<file path="src/rtl/stream_mux_rr.sv">
// N-input stream multiplexer with static, fixed-priority and round-robin
// arbitration feeding a single registered output stage.
module stream_mux_rr #(
  parameter int unsigned N = 4,
  parameter int unsigned W = 8
) (
  input  logic                   clk,
  input  logic                   rst_n,
  input  logic [N*W-1:0]         in_data,
  input  logic [N-1:0]           in_valid,
  output logic [N-1:0]           in_ready,
  input  logic [1:0]             mode,
  input  logic [$clog2(N)-1:0]   sel,
  output logic [W-1:0]           out_data,
  output logic [$clog2(N)-1:0]   out_chan,
  output logic                   out_valid,
  input  logic                   out_ready
);

  localparam int unsigned SW = $clog2(N);

  typedef enum logic [1:0] {
    MODE_STATIC = 2'b00,
    MODE_PRIO   = 2'b01,
    MODE_RR     = 2'b10,
    MODE_ALIAS  = 2'b11
  } mode_e;

  mode_e          mode_s;
  logic [SW-1:0]  ptr;
  logic [SW-1:0]  ptr_next;
  logic [SW-1:0]  g;
  logic           grant;
  logic           load_en;
  logic [W-1:0]   g_data;

  assign mode_s  = mode_e'(mode);
  assign load_en = !out_valid || out_ready;

  // Reset gates the grant so in_ready stays low while rst_n is asserted,
  // even though the output register then reads as empty.
  always_comb begin
    grant = 1'b0;
    g     = '0;
    if (rst_n && load_en) begin
      case (mode_s)
        MODE_PRIO: begin
          for (int unsigned i = 0; i < N; i++) begin
            if (!grant && in_valid[i]) begin
              grant = 1'b1;
              g     = SW'(i);
            end
          end
        end
        MODE_RR: begin
          // Outer loop pins the pointer value so every index stays constant.
          for (int unsigned j = 0; j < N; j++) begin
            if (ptr == SW'(j)) begin
              for (int unsigned i = 0; i < N; i++) begin
                if (!grant && in_valid[(i + j) % N]) begin
                  grant = 1'b1;
                  g     = SW'((i + j) % N);
                end
              end
            end
          end
        end
        default: begin
          for (int unsigned i = 0; i < N; i++) begin
            if (sel == SW'(i) && in_valid[i]) begin
              grant = 1'b1;
              g     = SW'(i);
            end
          end
        end
      endcase
    end
  end

  always_comb begin
    in_ready = '0;
    g_data   = '0;
    for (int unsigned i = 0; i < N; i++) begin
      if (g == SW'(i)) begin
        in_ready[i] = grant;
        g_data      = in_data[i*W +: W];
      end
    end
  end

  assign ptr_next = (g == SW'(N - 1)) ? '0 : g + SW'(1);

  always_ff @(posedge clk or negedge rst_n) begin
    if (!rst_n) begin
      out_valid <= 1'b0;
      out_data  <= '0;
      out_chan  <= '0;
      ptr       <= '0;
    end else if (grant) begin
      out_valid <= 1'b1;
      out_data  <= g_data;
      out_chan  <= g;
      if (mode_s == MODE_RR) begin
        ptr <= ptr_next;
      end
    end else if (out_ready) begin
      out_valid <= 1'b0;
    end
  end

endmodule

</file>
<file path="config.mk">
export PLATFORM = sky130hd
export DESIGN_NAME = stream_mux_rr
export DESIGN_NICKNAME = d
export VERILOG_FILES = /design/src/rtl/stream_mux_rr.sv
export SDC_FILE = /design/constraint.sdc
export NUM_CORES = 1
export LEC_CHECK = 0
export CAP_MARGIN = 40
export CORE_ASPECT_RATIO = 1.2
export CORE_MARGIN = 10
export CORE_UTILIZATION = 40
export DETAILED_ROUTE_END_ITERATION = 10
export PLACE_DENSITY = 0.81
export SLEW_MARGIN = 10
export SYNTH_ARGS = -nofsm -noshare
export SYNTH_HDL_FRONTEND = slang
export SYNTH_SLANG_ARGS = --single-unit
export TNS_END_PERCENT = 10
</file>
<file path="constraint.sdc">
create_clock -name clk -period 6.7 [get_ports clk]
set_clock_uncertainty 0.1 [all_clocks]
set_input_delay 1.34 -clock clk [delete_from_list [all_inputs] [get_ports clk]]
set_output_delay 1.34 -clock clk [all_outputs]
set_load 0.005 [all_outputs]
</file>
== Yosys cells after proc, flatten, opt, wreduce, memory -nomap -nowiden ==
Index checks and enable logic that the tools add are counted.

* Add/sub/neg operators: 1
* Eq/ne operators: 11
* Mux-type cells: 115
* Reductions and logical operators: 48

{| class="wikitable"
|+ Operators by type and width
! cell !! number
|-
| 1-bit 2-to-1 mux || 85
|-
| 2-bit 2-to-1 mux || 24
|-
| 8-bit 2-to-1 mux || 4
|-
| 1-bit logical AND || 23
|-
| 1-bit logical NOT || 19
|-
| 2-bit == test, second input constant || 7
|-
| 2-bit by 1-bit == test with 1-bit output, second input constant || 4
|-
| 2-bit logical NOT || 3
|-
| 2-bit one-hot mux with 2 select lines || 1
|-
| 2-bit by 1-bit adder with 2-bit output, second input constant || 1
|-
| 1-bit one-hot mux with 2 select lines || 1
|-
| 2-bit AND reduction || 1
|-
| 2-bit nonzero test || 1
|-
| 1-bit logical OR || 1
|}

* Register bits after elaboration: 13
* Bits of input ports: 43
* Logic and storage cells: 179

== Logic depth before layout (Yosys ltp) ==
* Word-level depth: 99
* Gate-level depth with buffers: 12

== Worst setup path after synthesis ==
Ideal clock, no wire load.

* Path type: input-to-output
* Start: input port mode[0]
* End: output port in_ready[3]
* Arrival time: 3066 ps
* Data required time: 5260 ps
* Slack: 2194 ps
* Stages: 10
* Buffers on the path: 3
* Path through: inv_1 -> ha_1 -> clkbuf_1 -> a211o_1 -> nand4_1 -> nor2_1 -> ha_1 -> buf_1 -> clkbuf_1 -> and2_1

* Cells in the longest elaborated chain, start to end: 5
* Elaborated cells between the ends (all ways): 8
* Classes of those cells: eq/ne: 3; mux: 5

{| class="wikitable"
|+ Ends and longest elaborated chain
! item !! RTL line !! text
|-
| from (decl) || 12 || <nowiki>input logic [1:0] mode,</nowiki>
|-
| 2-bit == test or 2-bit by 1-bit == test with 1-bit output (tied branches) || 46 || <nowiki>case (mode_s)</nowiki>
|-
| 2-bit one-hot mux with 2 select lines (*) || 46 ||
|-
| 2-bit 2-to-1 mux (*) || 45 || <nowiki>if (rst_n && load_en) begin</nowiki>
|-
| net g[0] || 32 || <nowiki>logic [SW-1:0] g;</nowiki>
|-
| 2-bit == test (*) || 84 || <nowiki>if (g == SW'(i)) begin</nowiki>
|-
| 1-bit 2-to-1 mux (*) || 84 ||
|-
| to (decl) || 11 || <nowiki>output logic [N-1:0] in_ready,</nowiki>
|}

The timed path passes the listed nets; every way through them passes the cells marked *.

== Worst setup path in the final report ==
* Start: input port mode[0]
* End: output port in_ready[2]

* Cells in the longest elaborated chain, start to end: 5
* Elaborated cells between the ends (all ways): 8
* Classes of those cells: eq/ne: 3; mux: 5

{| class="wikitable"
|+ Ends and longest elaborated chain
! item !! RTL line
|-
| 2-bit == test or 2-bit by 1-bit == test with 1-bit output (tied branches) || 46
|-
| 2-bit one-hot mux with 2 select lines || 46
|-
| 2-bit 2-to-1 mux || 45
|-
| 2-bit == test || 84
|-
| 1-bit 2-to-1 mux (*) || 84
|}

Every way passes the cells marked *; elsewhere a longest branch is shown, timed or not.

==> results.cfg <==
[power_and_ir_drop]
power.leakage_nw = 0.709
power.density_nw_per_um2 = 210
irDropWorstVdd_mv = 0.120
fin_total_pwr_w = 0.000365

[setup_path]
worst_ep_arrival_time_ns = 4.14
crit_fanout = 17
worstReg2RegEnd = out_data[3]$_DFFE_PN0P_
path_depth = 8
crit_type = input port to output pin
path_cells = clkdlybuf4s50_1 > inv_1 > ha_1 > a311oi_1 > or2_2 > ha_1 > and2_1 > clkdlybuf4s50_1
cp-end-kind = output pin
path_delay_family = buffers and inverters
cp_slowest_stage_delay_ns = 0.51
startpoint_type = input port
r2r-start = ptr[1]$_DFFE_PN0P_
reg2reg_depth = 9
cp_slowest_cell = clkdlybuf4s50_1
cp_num_buf_inv = 3
reg2reg_slack_ns = 3.71
required_ns = 5.26

[timing]
fin_setup_tns_ns = 0
worst_pin_slew_ns = 0.539
fin_crit_sh_pct = 83.2
finalHoldViolations = 0
min_period_ns = 5.58
setup_viol = 0
max_freq_ghz = 0.179
grt_setup_unrepaired = false
drv_slew = 0
relSlewSlack_pct = 64.0

[synthesis]
synth_top_family_by_area = compound AO/OA/AOI/OAI gates
netlist_instances = 124
synth-adder-area-share_pct = 6.65
yosys.area.top_type = dfrtp_1
syn_nets = 173
synth_seq_cells = 13
ys_top_cells_by_area = dfrtp_1 29%, mux2_2 7.0%, ha_1 6.7%
seq_area_frac_synth_pct = 28.8
synthSimpleGateAreaFrac_pct = 22.4
synth_top_area_share_pct = 28.8
syn_avg_cell_area_sq_um = 9.10
synth-xor-area-share_pct = 0
yosys_warnings = 0
synth_area_sq_um = 1130
synth_compound_area_share_pct = 24.3
synth_mux_area_share_pct = 11.9
synth.distinct_cells = 38

[die]
die_w_um = 68.5
coreArea_sq_um = 2760
die-area_sq_um = 5350
num_io_pins = 58
initial_core_util_pct = 40.9
die_y_um = 78.2
rows = 21

[cts]
htreeDepth = 1
ctsLongestPathBuffers = 2
clock-root-buffer = clkbuf_4
postCtsHoldBufs = 0
numCtsBuffers = 3
clock_sinks = 13
clk_latency_ns = 0.28
clk_pin_slew_worst_paths_ns = 0.07
post-cts-setup-buffers = 0
cts_resized = 0
cts_tree = done

[global_routing]
grt_pass1_vias = 1235
grt_usage_pct = 13.6
grt_antenna_before_repair = 0
grt_max_degree = 18
grt.overflow.total = 0
grt_pass1_wl_um = 5810

[detailed_routing]
ant_nets = 0
routed_wl_um = 3720
viasPerCell = 5.51
wl_per_cell_um = 17.5
vias = 1174
dr.pass1.iters = 4
first_iter_violations = 105
remaining_drc_errors = 0

[hold_path]
min_to = out_data[4]$_DFFE_PN0P_
worstHoldStart = out_data[4]$_DFFE_PN0P_
worstHoldPathCells = 1
hold_class = flop to flop

[cells_and_area]
n_antenna_cell = 0
most-common-layout-cells = 57 x clkdlybuf4s50_1, 13 x dfrtp_1, 11 x nand2_1, 9 x nor2b_1
syn_to_final_growth_pct = 53.7
layout-drive-gt1-share_pct = 8.94
finalNonFillerCells = 213
nNetsFinal = 229
final_common_cell = clkdlybuf4s50_1

[place]
io_buffers = 57
dpl.hpwl_um = 3060
place_congestion = 0.889
placed_cells = 209

[outcome]
outcome = completed

[run]
drv_cap = 0
-- flip-flops by register name (all words and copies together), names as in the netlist --
| register | count |
|---|---|
| out_data | 8 |
| out_chan | 2 |
| ptr | 2 |
| out_valid | 1 |
-- layer usage --
metal	GRT usage (%)	routed length, um	up-vias
met4	5.44	64	0
met1	16.9	1730	542
li1	-	-	566
met2	21.1	1530	61
met5	0	0	-
met3	3.84	393	5
-- where the power goes --
part / internal, W / leakage [nW] / switching, W / total [W]
clock: 0.0000231 / 0.0150 / 0.0000249 / 0.0000480
sequential: 0.000108 / 0.157 / 0.0000191 / 0.000127
combinational: 0.000121 / 0.538 / 0.0000681 / 0.000189
-- cells by family (layout without fill, tap and decap cells) --
family                   count (synthesis)  after routing
buffers and inverters                   14             69
AND/OR/NAND/NOR                         45             45
adder cells (fa/ha/maj)                  6              6
flip-flops                              13             13
multiplexers                            11             11
AO/OA/AOI/OAI                           35             35
-- worst max path at each step --
stage	startpoint	end
5_1_grt	mode[0]	in_ready[2]
4_1_cts	mode[0]	in_ready[2]
3_3_place_gp	mode[0]	in_ready[2]
2_1_floorplan	mode[0]	in_ready[3]
6_report	mode[0]	in_ready[2]
3_5_place_dp	mode[0]	in_ready[2]
-- through the flow --
| stage | util (%) | hold WS [ns] | setup slack (ns) | instance area, sq um |
|---|---|---|---|---|
| after floorplan | - | 0.399 | 2.19 | 1130 |
| after global placement | 61.9 | 0.388 | 1.24 | 1710 |
| after detailed placement | 61.9 | 0.394 | 1.12 | 1710 |
| after CTS | 62.9 | 0.414 | 1.10 | 1730 |
| after global routing | 62.9 | 0.433 | 0.933 | 1730 |
| final | 62.9 | 0.410 | 1.12 | 1730 |
-- layout make-up --
cell class	count	area, sq um
fill	260	1020
multi-input combinational	97	736
timing repair buffer	58	578
inverter	7	26.3
clock buffer	4	26.3
tap	34	42.5
sequential	13	325
-- synthesized netlist by cell type, drive strengths merged --
cell,number
a221oi,7
a21o,3
o21ai,2
a22o,1
or2,1
nor2,3
nand3,1
or4,1
a311o,1
mux2i,1
a21boi,2
clkbuf,4
a2bb2oi,1
and2,7
nand3b,1
o311a,1
o31a,1
nand4,2
o2bb2ai,1
inv,7
nor3,1
ha,6
buf,3
a211o,2
nor2b,9
a41o,1
dfrtp,13
and2b,1
and3,1
mux2,10
o22ai,1
o31ai,7
nand2,11
a311oi,1
a21oi,3
nand2b,6
(Power assumes the default switching activity.)
